**config.mk**
```make
export PLATFORM = sky130hd
export DESIGN_NAME = add_serial_flat
export DESIGN_NICKNAME = d
export VERILOG_FILES = /design/src/rtl/add_serial_if.sv /design/src/rtl/add_serial.sv /design/src/flat_wrapper.sv
export SDC_FILE = /design/constraint.sdc
export NUM_CORES = 1
export LEC_CHECK = 0
export BUFFER_PORTS_ARGS = -buffer_cell sky130_fd_sc_hd__buf_2
export CAP_MARGIN = 20
export CORE_MARGIN = 1
export CORE_UTILIZATION = 30
export DETAILED_ROUTE_END_ITERATION = 8
export HOLD_SLACK_MARGIN = 0.08
export SKIP_LAST_GASP = 1
export SYNTH_ARGS = -nofsm -noshare
export SYNTH_HDL_FRONTEND = slang
export SYNTH_SLANG_ARGS = --single-unit
```
**constraint.sdc**
```tcl
create_clock -name clk -period 2.3 [get_ports clk]
set_clock_uncertainty 0.1 [all_clocks]
set_input_delay 0.115 -clock clk [delete_from_list [all_inputs] [get_ports clk]]
set_output_delay 0.115 -clock clk [all_outputs]
set_load 0.005 [all_outputs]
```
**src/rtl/add_serial_if.sv**
```systemverilog
// Operand/result bundle for the bit-serial add/subtract sequencer.
// The master side issues operations, the slave side (add_serial) answers them.
interface add_serial_if #(
    parameter int WIDTH = 4
);
    logic             start;
    logic             sub;
    logic [WIDTH-1:0] a;
    logic [WIDTH-1:0] b;
    logic             busy;
    logic             done;
    logic [WIDTH-1:0] sum;
    logic             carry_out;
    logic             overflow;
    logic             zero;

    modport master (
        output start, sub, a, b,
        input  busy, done, sum, carry_out, overflow, zero
    );

    modport slave (
        input  start, sub, a, b,
        output busy, done, sum, carry_out, overflow, zero
    );
endinterface

```
**src/rtl/add_serial.sv**
```systemverilog
// Bit-serial add/subtract sequencer: one add1 full-adder cell processes one
// bit pair per cycle, LSB first, with the carry held in a flop between bits.

// Single-bit full adder cell that the sequencer reuses on every cycle.
module add1 (
    input  logic a,
    input  logic b,
    input  logic cin,
    output logic sum,
    output logic carry_out
);
    assign sum       = a ^ b ^ cin;
    assign carry_out = (a & b) | (a & cin) | (b & cin);
endmodule

module add_serial #(
    parameter int WIDTH = 4
) (
    input  logic        clk,
    input  logic        rst_n,
    add_serial_if.slave bus
);
    localparam int CW = (WIDTH > 1) ? $clog2(WIDTH) : 1;

    typedef enum logic [1:0] {
        IDLE = 2'd0,
        RUN  = 2'd1,
        DONE = 2'd2
    } state_t;

    state_t           state_q, state_d;
    logic [WIDTH-1:0] a_q, a_d;
    logic [WIDTH-1:0] b_q, b_d;
    logic [WIDTH-1:0] acc_q, acc_d;
    logic [WIDTH-1:0] sum_q, sum_d;
    logic [CW-1:0]    cnt_q, cnt_d;
    logic             carry_q, carry_d;
    logic             cout_q, cout_d;
    logic             ovf_q, ovf_d;
    logic             zero_q, zero_d;

    logic             bit_sum;
    logic             bit_carry;

    // The only arithmetic in the block: current LSBs plus the stored carry.
    add1 u_add1 (
        .a         (a_q[0]),
        .b         (b_q[0]),
        .cin       (carry_q),
        .sum       (bit_sum),
        .carry_out (bit_carry)
    );

    // Sequencer: load on start, shift one bit per RUN cycle, publish results on the last bit.
    always_comb begin
        state_d = state_q;
        a_d     = a_q;
        b_d     = b_q;
        acc_d   = acc_q;
        sum_d   = sum_q;
        cnt_d   = cnt_q;
        carry_d = carry_q;
        cout_d  = cout_q;
        ovf_d   = ovf_q;
        zero_d  = zero_q;

        case (state_q)
            IDLE, DONE: begin
                state_d = IDLE;
                if (bus.start) begin
                    a_d     = bus.a;
                    b_d     = bus.sub ? ~bus.b : bus.b;
                    carry_d = bus.sub;
                    cnt_d   = '0;
                    acc_d   = '0;
                    state_d = RUN;
                end
            end
            RUN: begin
                acc_d   = {bit_sum, acc_q[WIDTH-1:1]};
                carry_d = bit_carry;
                a_d     = a_q >> 1;
                b_d     = b_q >> 1;
                cnt_d   = cnt_q + CW'(1);
                if (cnt_q == CW'(WIDTH - 1)) begin
                    sum_d   = acc_d;
                    cout_d  = bit_carry;
                    ovf_d   = carry_q ^ bit_carry;
                    zero_d  = ~|acc_d;
                    cnt_d   = '0;
                    state_d = DONE;
                end
            end
            default: begin
                state_d = IDLE;
            end
        endcase
    end

    // State and datapath registers, cleared asynchronously by reset.
    always_ff @(posedge clk or negedge rst_n) begin
        if (!rst_n) begin
            state_q <= IDLE;
            a_q     <= '0;
            b_q     <= '0;
            acc_q   <= '0;
            sum_q   <= '0;
            cnt_q   <= '0;
            carry_q <= 1'b0;
            cout_q  <= 1'b0;
            ovf_q   <= 1'b0;
            zero_q  <= 1'b1;
        end else begin
            state_q <= state_d;
            a_q     <= a_d;
            b_q     <= b_d;
            acc_q   <= acc_d;
            sum_q   <= sum_d;
            cnt_q   <= cnt_d;
            carry_q <= carry_d;
            cout_q  <= cout_d;
            ovf_q   <= ovf_d;
            zero_q  <= zero_d;
        end
    end

    assign bus.busy      = (state_q == RUN);
    assign bus.done      = (state_q == DONE);
    assign bus.sum       = sum_q;
    assign bus.carry_out = cout_q;
    assign bus.overflow  = ovf_q;
    assign bus.zero      = zero_q;
endmodule

```
**src/flat_wrapper.sv**
```systemverilog
// flat-port wrapper written by rule: the top's interface ports become plain ports
module add_serial_flat 
#(
    parameter int WIDTH = 4
)
  (clk, rst_n, bus_start, bus_sub, bus_a, bus_b, bus_busy, bus_done, bus_sum, bus_carry_out, bus_overflow, bus_zero);
  add_serial_if #(.WIDTH(WIDTH)) bus_i ();
  input  logic clk;
  input  logic rst_n;
  input wire logic [$bits(bus_i.start)-1:0] bus_start;
  input wire logic [$bits(bus_i.sub)-1:0] bus_sub;
  input wire logic [$bits(bus_i.a)-1:0] bus_a;
  input wire logic [$bits(bus_i.b)-1:0] bus_b;
  output wire logic [$bits(bus_i.busy)-1:0] bus_busy;
  output wire logic [$bits(bus_i.done)-1:0] bus_done;
  output wire logic [$bits(bus_i.sum)-1:0] bus_sum;
  output wire logic [$bits(bus_i.carry_out)-1:0] bus_carry_out;
  output wire logic [$bits(bus_i.overflow)-1:0] bus_overflow;
  output wire logic [$bits(bus_i.zero)-1:0] bus_zero;
  assign bus_i.start = bus_start;
  assign bus_i.sub = bus_sub;
  assign bus_i.a = bus_a;
  assign bus_i.b = bus_b;
  assign bus_busy = bus_i.busy;
  assign bus_done = bus_i.done;
  assign bus_sum = bus_i.sum;
  assign bus_carry_out = bus_i.carry_out;
  assign bus_overflow = bus_i.overflow;
  assign bus_zero = bus_i.zero;
  add_serial #(.WIDTH(WIDTH)) u_core (.clk(clk), .rst_n(rst_n), .bus(bus_i));
endmodule
```
==> reports/results.ini, run 1 <==
[logic_synthesis]
synth-seq-cells=23
synth_top_area_share_pct=54.7
synthTopCellsByArea=dfrtp_1 55%, a221o_1 5.0%, a22o_1 4.4%
synth_warnings=0
ys.flop_type=dfrtp_1
async_flop_share_pct=100
syn_area_per_cell_um2=12.1
synth_fp_nets=97
syn-cell-area_mm2=0.00101
synth_cell_type_count=29
synth_cells=83
yosysTopAreaCell=dfrtp_1
synth-edff-count=0
seq_area_frac_synth_pct=57.3

[worst_setup_path]
r2r-start=u_core.b_q[0]$_DFFE_PN0P_
rr_endpoint=u_core.bus.zero$_DFFE_PN1P_
endpoint_kind=register
slowest_delay_ns=0.53
worst_ep_arrival_time_ns=1.86
crit_path_max_fanout=3
ff2ff_setup_slack_ns=0.57
crit_buf_inv=1
reg2reg_depth=4
cp_cell_sequence=inv_1, fa_1, or4b_1, o21ai_0
path_class=reg -> reg
start_kind=register
cp_top_family=adder cells
cp.required_ns=2.44
slowest_stage=fa_1

[die]
fp.dieW_um=59.9
coreArea_mm2=0.00313
rows=20
dieArea_mm2=0.00359
num_io_pins=21
initial_core_util_pct=32.2
die_h_um=59.9

[clock_tree]
cts_resized=0
cts_hold_buffers=10
cts_tree=yes
clkTransAtPathRegs_ns=0.12
clock_sinks=23
numCtsBuffers=3
post-cts-setup-buffers=0
clockBufferDepth=2
cts_root_buf=clkbuf_4
clock_latency_ns=0.30
cts_max_level=1

[outcome]
status=finished, final reports clean

[final_layout]
layout.cells.non_filler=157
final_common_cell=dfrtp_1
final_nets=128
n_antenna_cell=0
design_area_mm2=0.00125
drive_gt1_share_pct=27.4
final_cell_mix=22 x dfrtp_1, 20 x buf_2, 10 x dlygate4sd3_1
fin_util_pct=40.1
area_growth_pct=24.8

[sta]
worst_slew_pin_slew_ns=0.500
max_freq_mhz=579
period_share_pct=75.1
relSlewSlack_pct=66.7
fin_crit_ns=1.73
setup_viol=0
worst_hold_slack_ns=0.0885
final_max_slew_viol_count=0
fin_setup_tns_ns=0
report.final.hold_viol_count=0
rsz0062_at_grt=no

[routing]
first_iter_violations=14
via_per_inst=4.68
drc=0
drtAntennaViolNets=0
dr_total_vias=734
dr.pass1.iters=4
routed_wl_mm=1.87
wire_per_inst_um=11.9

[worst_hold_path]
min_to=u_core.state_q[0]$_DFFE_PN0P_
hp-start=bus_start
hold_path_depth=3
hp-class=in -> reg

[power_and_ir_drop]
pwr-share-seq_pct=46.0
vdd_drop_max_mv=0.471
pwr-share-comb_pct=41.8
leakagePower_nw=0.609
p_int_mw=0.961
swShare_pct=36.0
p_switching_mw=0.540
p_clk_share_pct=12.2
powerDensity_mw_per_mm2=1200

[placed_design]
dp_hpwl_mm=1.29
place_inst=143
placed_area_mm2=0.00113
place_congestion=0.713
io_buffer_count=20

[grt]
grt_pass1_vias=769
grt_overflow=0
antenna_found_initial=0
grt_max_degree=24
track_usage_pct=12.7
grt_pass1_wl_mm=3.33

[flow_run]
cap_violations=0

-- worst max path at each step --
stage                                         start                           to  cells after the start
after floorplan           u_core.a_q[0]$_DFFE_PN0P_  u_core.bus.zero$_DFFE_PN1P_                      4
after global placement    u_core.a_q[0]$_DFFE_PN0P_  u_core.bus.zero$_DFFE_PN1P_                      4
after detailed placement  u_core.b_q[0]$_DFFE_PN0P_  u_core.bus.zero$_DFFE_PN1P_                      4
after CTS                 u_core.b_q[0]$_DFFE_PN0P_  u_core.bus.zero$_DFFE_PN1P_                      4
after global routing      u_core.b_q[0]$_DFFE_PN0P_  u_core.bus.zero$_DFFE_PN1P_                      4
final                     u_core.b_q[0]$_DFFE_PN0P_  u_core.bus.zero$_DFFE_PN1P_                      4
-- kinds of logic (layout without fill, tap and decap cells) --
family / count (synthesis) / count (layout) / share of synthesized area (%)
xor gates and xnor gates: 5 / 5 / 4.35
adders and majority gates: 2 / 2 / 3.23
and+or+nand+nor: 21 / 21 / 10.9
muxes: 3 / 3 / 3.36
buffers and inverters: 10 / 40 / 5.85
DFF: 23 / 23 / 57.3
AOI/OAI and AO/OA: 19 / 19 / 14.9
-- routing by layer --
metal	global-route usage (%)	routed length, um
met3	1.95	66
met1	15.3	868
met4	6.31	37
met5	0	0
met2	21.7	900
-- sequential cells by signal (all words and copies together) (netlist names), 2 cells and up --
| register | count |
|---|---|
| u_core.a_q | 4 |
| u_core.cnt_q | 2 |
| u_core.b_q | 4 |
| u_core.state_q | 2 |
| u_core.bus.sum | 4 |
| u_core.acc_q | 3 |
-- final cells by class --
class                           instances  area, um2
Timing Repair Buffer                   31        208
Fill cell                             319       1870
Clock buffer                            4       26.3
Multi-Input combinational cell         50        370
Inverter                                5       18.8
Sequential cell                        23        577
Tap cell                               44       55.1
-- cell usage after synthesis (2+ instances only) --
cell	number
nand3_1	2
a22oi_1	2
o21ai_0	5
dfrtp_1	22
xnor2_1	3
nand2_1	6
mux2_2	3
xor2_1	2
a221o_1	5
nor2_1	4
inv_1	4
buf_6	2
buf_2	2
a22o_1	5
nor3_1	2
-- power by group through the flow --
| stage | registers (mW) | logic (mW) | clock network [mW] |
|---|---|---|---|
| final | 0.691 | 0.627 | 0.183 |
| after CTS | 0.689 | 0.645 | 0.196 |
| after detailed placement | 0.698 | 0.628 | 0 |
| after global placement | 0.688 | 0.607 | 0 |
| after floorplan | 0.681 | 0.493 | 0 |
| after global routing | 0.716 | 0.724 | 0.210 |
-- per-stage QoR --
step / setup slack (ns) / power, mW
floorplan: 0.661 / 1.17
global placement: 0.627 / 1.30
detailed placement: 0.581 / 1.33
CTS: 0.551 / 1.53
global route: 0.433 / 1.65
finish: 0.572 / 1.50
-- worst register-to-register path, cell delays in order (launching register included) --
cell	delay, ns
dfrtp_1	0.38
inv_1	0.06
fa_1	0.53
or4b_1	0.43
o21ai_0	0.15
No activity file was read; power rests on OpenSTA's default activity.
==> run 2: changes to the inputs <==
clock period = 1.75 ns   (was 2.3 ns; I/O delays follow)
==> reports/results.ini, run 2 (synthesized netlist as in run 1, its figures left out) <==
[die]
coreArea_mm2=0.00313  ; unchanged
dieArea_mm2=0.00359  ; unchanged
rows=20  ; unchanged
die_h_um=59.9  ; unchanged
num_io_pins=21  ; unchanged
fp.dieW_um=59.9  ; unchanged
initial_core_util_pct=32.2  ; unchanged

[power_and_ir_drop]
powerDensity_mw_per_mm2=1590  ; +33%
leakagePower_nw=0.637  ; +4.6%
vdd_drop_max_mv=0.543  ; +15%
p_total_mw=2.08  ; +38%

[clock_tree]
clock_latency_ns=0.30  ; about the same
clkTransAtPathRegs_ns=0.12  ; about the same
cts_root_buf=clkbuf_4
clockBufferDepth=2  ; unchanged
cts_tree=yes
clock_sinks=23  ; unchanged
numCtsBuffers=3  ; unchanged
cts_max_level=1  ; unchanged

[routing]
wire_per_inst_um=11.6  ; -2.4%
routed_wl_mm=1.90  ; +1.3%
drtAntennaViolNets=0  ; unchanged
drc=0  ; unchanged
dr_total_vias=759  ; +3.4%
via_per_inst=4.66  ; -0.40%
dr.pass1.iters=4  ; unchanged
first_iter_violations=30  ; +16

[grt]
grt_pass1_wl_mm=3.35  ; +0.42%
antenna_found_initial=0  ; unchanged
grt_max_degree=24  ; unchanged
track_usage_pct=12.7  ; +0.052 points
grt_pass1_vias=760  ; -1.2%
grt_overflow=0  ; unchanged

[worst_setup_path]
start_kind=register
path_class=reg -> reg
crit_path_max_fanout=3  ; unchanged
worst_ep_arrival_time_ns=1.86  ; about the same
endpoint_kind=register
cp.required_ns=1.89  ; -0.55 ns

[final_layout]
final_nets=134  ; +4.7%
final_common_cell=dfrtp_1
area_growth_pct=29.5
fillers=314  ; -1.6%
fin_util_pct=41.6  ; +1.5 points
n_antenna_cell=0  ; unchanged
drive_gt1_share_pct=30.3  ; +2.8 points
regArea_um2=577  ; unchanged
final_cell_mix=22 x dfrtp_1, 20 x buf_2, 11 x dlygate4sd3_1
multi_input_area_um2=370  ; unchanged
design_area_mm2=0.00130  ; +3.8%

[sta]
report.final.hold_viol_count=0  ; unchanged
relSlewSlack_pct=65.5  ; -1.2 points
period_share_pct=98.1  ; +23 points
fin_crit_ns=1.72  ; -0.0117 ns
rsz0062_at_grt=yes
final_max_slew_viol_count=0  ; unchanged
max_freq_mhz=583  ; +0.68%
worst_slew_pin_slew_ns=0.518  ; +0.0175 ns
worst_hold_slack_ns=0.171  ; +0.0828 ns
setup_viol=0  ; unchanged

[placed_design]
dp_hpwl_mm=1.27  ; -1.3%
io_buffer_count=20  ; unchanged
placed_area_mm2=0.00114  ; +0.67%
place_congestion=0.671  ; -5.8%

[flow_run]
cap_violations=0  ; unchanged

[worst_hold_path]
hp-class=in -> async

[outcome]
status=finished, final reports clean

-- run 2: changes by cell type in the layout (fill, tap and decap cells not counted), sizes merged --
| cell | previous run | this run |
|---|---|---|
| dlygate4sd3 | 10 | 11 |
| buf | 21 | 26 |
-- run 2: critical path, cell delays in order (launching register included) --
cell	delay, ns
dfrtp_1	0.36
inv_1	0.06
fa_1	0.57
or4b_1	0.44
o21ai_1	0.13
-- run 2: layout make-up --
cell class | instances | area share [%]
clock buffer | 4 | 2.02
tap | 44 | 4.23
multi-input combinational | 50 | 28.4
sequential | 23 | 44.3
inverter | 5 | 1.44
timing repair buffer | 37 | 19.6
-- run 2: path summary, 6_finish.rpt --
check	to	startpoint	slack, ns	cells past startpoint
hold reg to reg	u_core.bus.zero$_DFFE_PN1P_	u_core.bus.zero$_DFFE_PN1P_	0.37	2
max in group asynchronous	u_core.bus.zero$_DFFE_PN1P_	rst_n	1.02	2
setup / recovery	u_core.bus.zero$_DFFE_PN1P_	u_core.carry_q$_DFFE_PN0P_	0.03	4
setup reg to reg	u_core.bus.zero$_DFFE_PN1P_	u_core.carry_q$_DFFE_PN0P_	0.03	4
min in group clk	u_core.bus.zero$_DFFE_PN1P_	u_core.bus.zero$_DFFE_PN1P_	0.37	2
hold / removal	u_core.cnt_q[0]$_DFFE_PN0P_	rst_n	0.17	2
-- run 2: what timing repair did --
item                                    4_1_cts  5_1_grt
hold endpoints to repair                     33        0
setup buffers                                 1        3
endpoints found under the setup margin        1        1
pin swaps                                     0        1
hold buffers                                 11        0
resized for setup                             0        1
-- run 2: report_power, final --
group	internal, mW	switching [mW]
Combinational	0.490	0.445
Sequential	0.767	0.133
Clock	0.0889	0.151
Total	1.35	0.729
-- run 2: metrics by stage --
step           std cells  setup slack, ns  setup TNS [ns]
6_report             163           0.0333               0
5_1_grt              163          -0.0265         -0.0265
4_1_cts              160         0.000336               0
2_1_floorplan         83            0.111               0
3_5_place_dp         144           0.0258               0
3_3_place_gp         144           0.0809               0
-- run 2: metal layers --
| layer | vias to the layer above | GRT usage [%] | share of wire (%) |
|---|---|---|---|
| li1 | 363 | - | - |
| met1 | 374 | 15.0 | 47 |
| met2 | 20 | 21.4 | 47 |
| met3 | 2 | 3.90 | 4.4 |
| met4 | 0 | 4.98 | 1.4 |
| met5 | - | 0 | 0 |
==> run 3: changes to the inputs <==
SETUP_SLACK_MARGIN = 0.05   (was not set)
==> reports/results.ini, run 3 (synthesized netlist as in run 1, its figures left out) <==
[worst_setup_path]
worst_ep_arrival_time_ns=1.83  ; -0.03 ns
crit_path_start=u_core.carry_q$_DFFE_PN0P_
crit_path_max_fanout=2  ; -1
endpoint_kind=register
r2r-start=u_core.carry_q$_DFFE_PN0P_
cp.required_ns=1.89  ; about the same
path_class=reg -> reg
slowest_stage=fa_1
start_kind=register
reg2reg_depth=4  ; unchanged
slowest_delay_ns=0.55  ; -0.02 ns
path_depth=4  ; unchanged
cp_top_family=adder cells
cp_cell_sequence=inv_1, fa_1, or4b_1, o21ai_1
crit_buf_inv=1  ; unchanged

[grt]
grt_pass1_wl_mm=3.39  ; +1.4%
grt_max_degree=24  ; unchanged
grt_pass1_vias=787  ; +3.6%
grt_overflow=0  ; unchanged
track_usage_pct=12.8  ; +0.14 points
antenna_found_initial=0  ; unchanged

[sta]
setup_ws_ns=0.0638  ; +0.0305 ns
worst_slew_pin_slew_ns=0.519  ; +0.00167 ns
report.final.hold_viol_count=0  ; unchanged
rsz0062_at_grt=yes
period_share_pct=96.4  ; -1.7 points
final_max_slew_viol_count=0  ; unchanged
worst_hold_slack_ns=0.172  ; +0.00105 ns
relSlewSlack_pct=65.4  ; -0.11 points
fin_crit_ns=1.69  ; -0.0305 ns
max_freq_mhz=593  ; +1.8%
setup_viol=0  ; unchanged

[die]
num_io_pins=21  ; unchanged
die_h_um=59.9  ; unchanged
rows=20  ; unchanged
fp.dieW_um=59.9  ; unchanged
initial_core_util_pct=32.2  ; unchanged
coreArea_mm2=0.00313  ; unchanged
dieArea_mm2=0.00359  ; unchanged

[clock_tree]
clockBufferDepth=2  ; unchanged
numCtsBuffers=3  ; unchanged
clock_latency_ns=0.30  ; about the same
clock_sinks=23  ; unchanged
cts_tree=yes
cts_root_buf=clkbuf_4
clkTransAtPathRegs_ns=0.12  ; about the same
cts_max_level=1  ; unchanged

[routing]
dr_total_vias=765  ; +0.79%
wire_per_inst_um=11.5  ; -0.84%
routed_wl_mm=1.88  ; -0.84%
dr.pass1.iters=4  ; unchanged
first_iter_violations=10  ; -67%
drtAntennaViolNets=0  ; unchanged
via_per_inst=4.69  ; +0.79%
drc=0  ; unchanged

[final_layout]
area_growth_pct=29.5  ; unchanged
final_cell_mix=22 x dfrtp_1, 20 x buf_2, 11 x dlygate4sd3_1
final_common_cell=dfrtp_1
final_nets=134  ; unchanged
drive_gt1_share_pct=30.3  ; unchanged
n_antenna_cell=0  ; unchanged

[power_and_ir_drop]
leakagePower_nw=0.637  ; unchanged
vdd_drop_max_mv=0.542  ; -0.31%
powerDensity_mw_per_mm2=1590  ; -0.52%
p_total_mw=2.06  ; -0.52%

[placed_design]
post-place-ws_ns=0.0258  ; unchanged
dp_hpwl_mm=1.27  ; unchanged
io_buffer_count=20  ; unchanged
place_congestion=0.671  ; unchanged

[worst_hold_path]
hp-class=in -> async

[outcome]
status=finished, final reports clean

[flow_run]
cap_violations=0  ; unchanged

## run 3: cell counts in the layout (fill, tap and decap cells not counted)
No cell type changed its count.
## run 3: final cells by class
class / instances / area, um2
fillers: 314 / 1830
flip-flops and latches: 23 / 577
multi-input cells: 50 / 370
repair buffers: 37 / 255
well taps: 44 / 55.1
clock buffers: 4 / 26.3
inverters: 5 / 18.8
## run 3: worst reg2reg max path, cell delays in order, from the launching register on
cell and delay, ns:
dfrtp_1 0.36, inv_1 0.06, fa_1 0.55, or4b_1 0.43, o21ai_1 0.13
## run 3: per-layer routing
metal  vias up  wire [um]  global-route usage [%]
li1        364          -                       -
met1       378        874                    14.6
met2        21        892                    22.4
met3         2         86                    3.90
met4         0         27                    4.98
met5         -          0                       0
## run 3: repair_timing
action	CTS	global route
gates resized for setup	1	0
buffers inserted	3	1
setup endpoints to repair	1	1
hold buffers	11	0
pin swaps	1	0
hold endpoints to repair	33	0
## run 3: report_power, final
group	internal, mW	leakage [nW]	total (mW)	switching, mW
Combinational	0.486	0.333	0.925	0.439
Clock	0.0889	0.0150	0.239	0.150
Sequential	0.767	0.289	0.901	0.133
Total	1.34	0.637	2.06	0.723
## run 3: final timing paths
| path | to | slack [ns] |
|---|---|---|
| hold reg to reg | u_core.bus.zero$_DFFE_PN1P_ | 0.37 |
| max in group asynchronous | u_core.bus.zero$_DFFE_PN1P_ | 1.02 |
| hold / removal | u_core.cnt_q[0]$_DFFE_PN0P_ | 0.17 |
| min in group clk | u_core.bus.zero$_DFFE_PN1P_ | 0.37 |
| setup / recovery | u_core.bus.zero$_DFFE_PN1P_ | 0.06 |
| setup reg to reg | u_core.bus.zero$_DFFE_PN1P_ | 0.06 |
## run 3: through the flow
step	TNS (ns)	cell area (um2)	util [%]	cells
detailed placement	0	1140	36.3	144
global placement	0	1140	36.3	144
global route	-0.00903	1300	41.6	163
finish	0	1300	41.6	163
CTS	0	1290	41.4	162
floorplan	0	1010	-	83
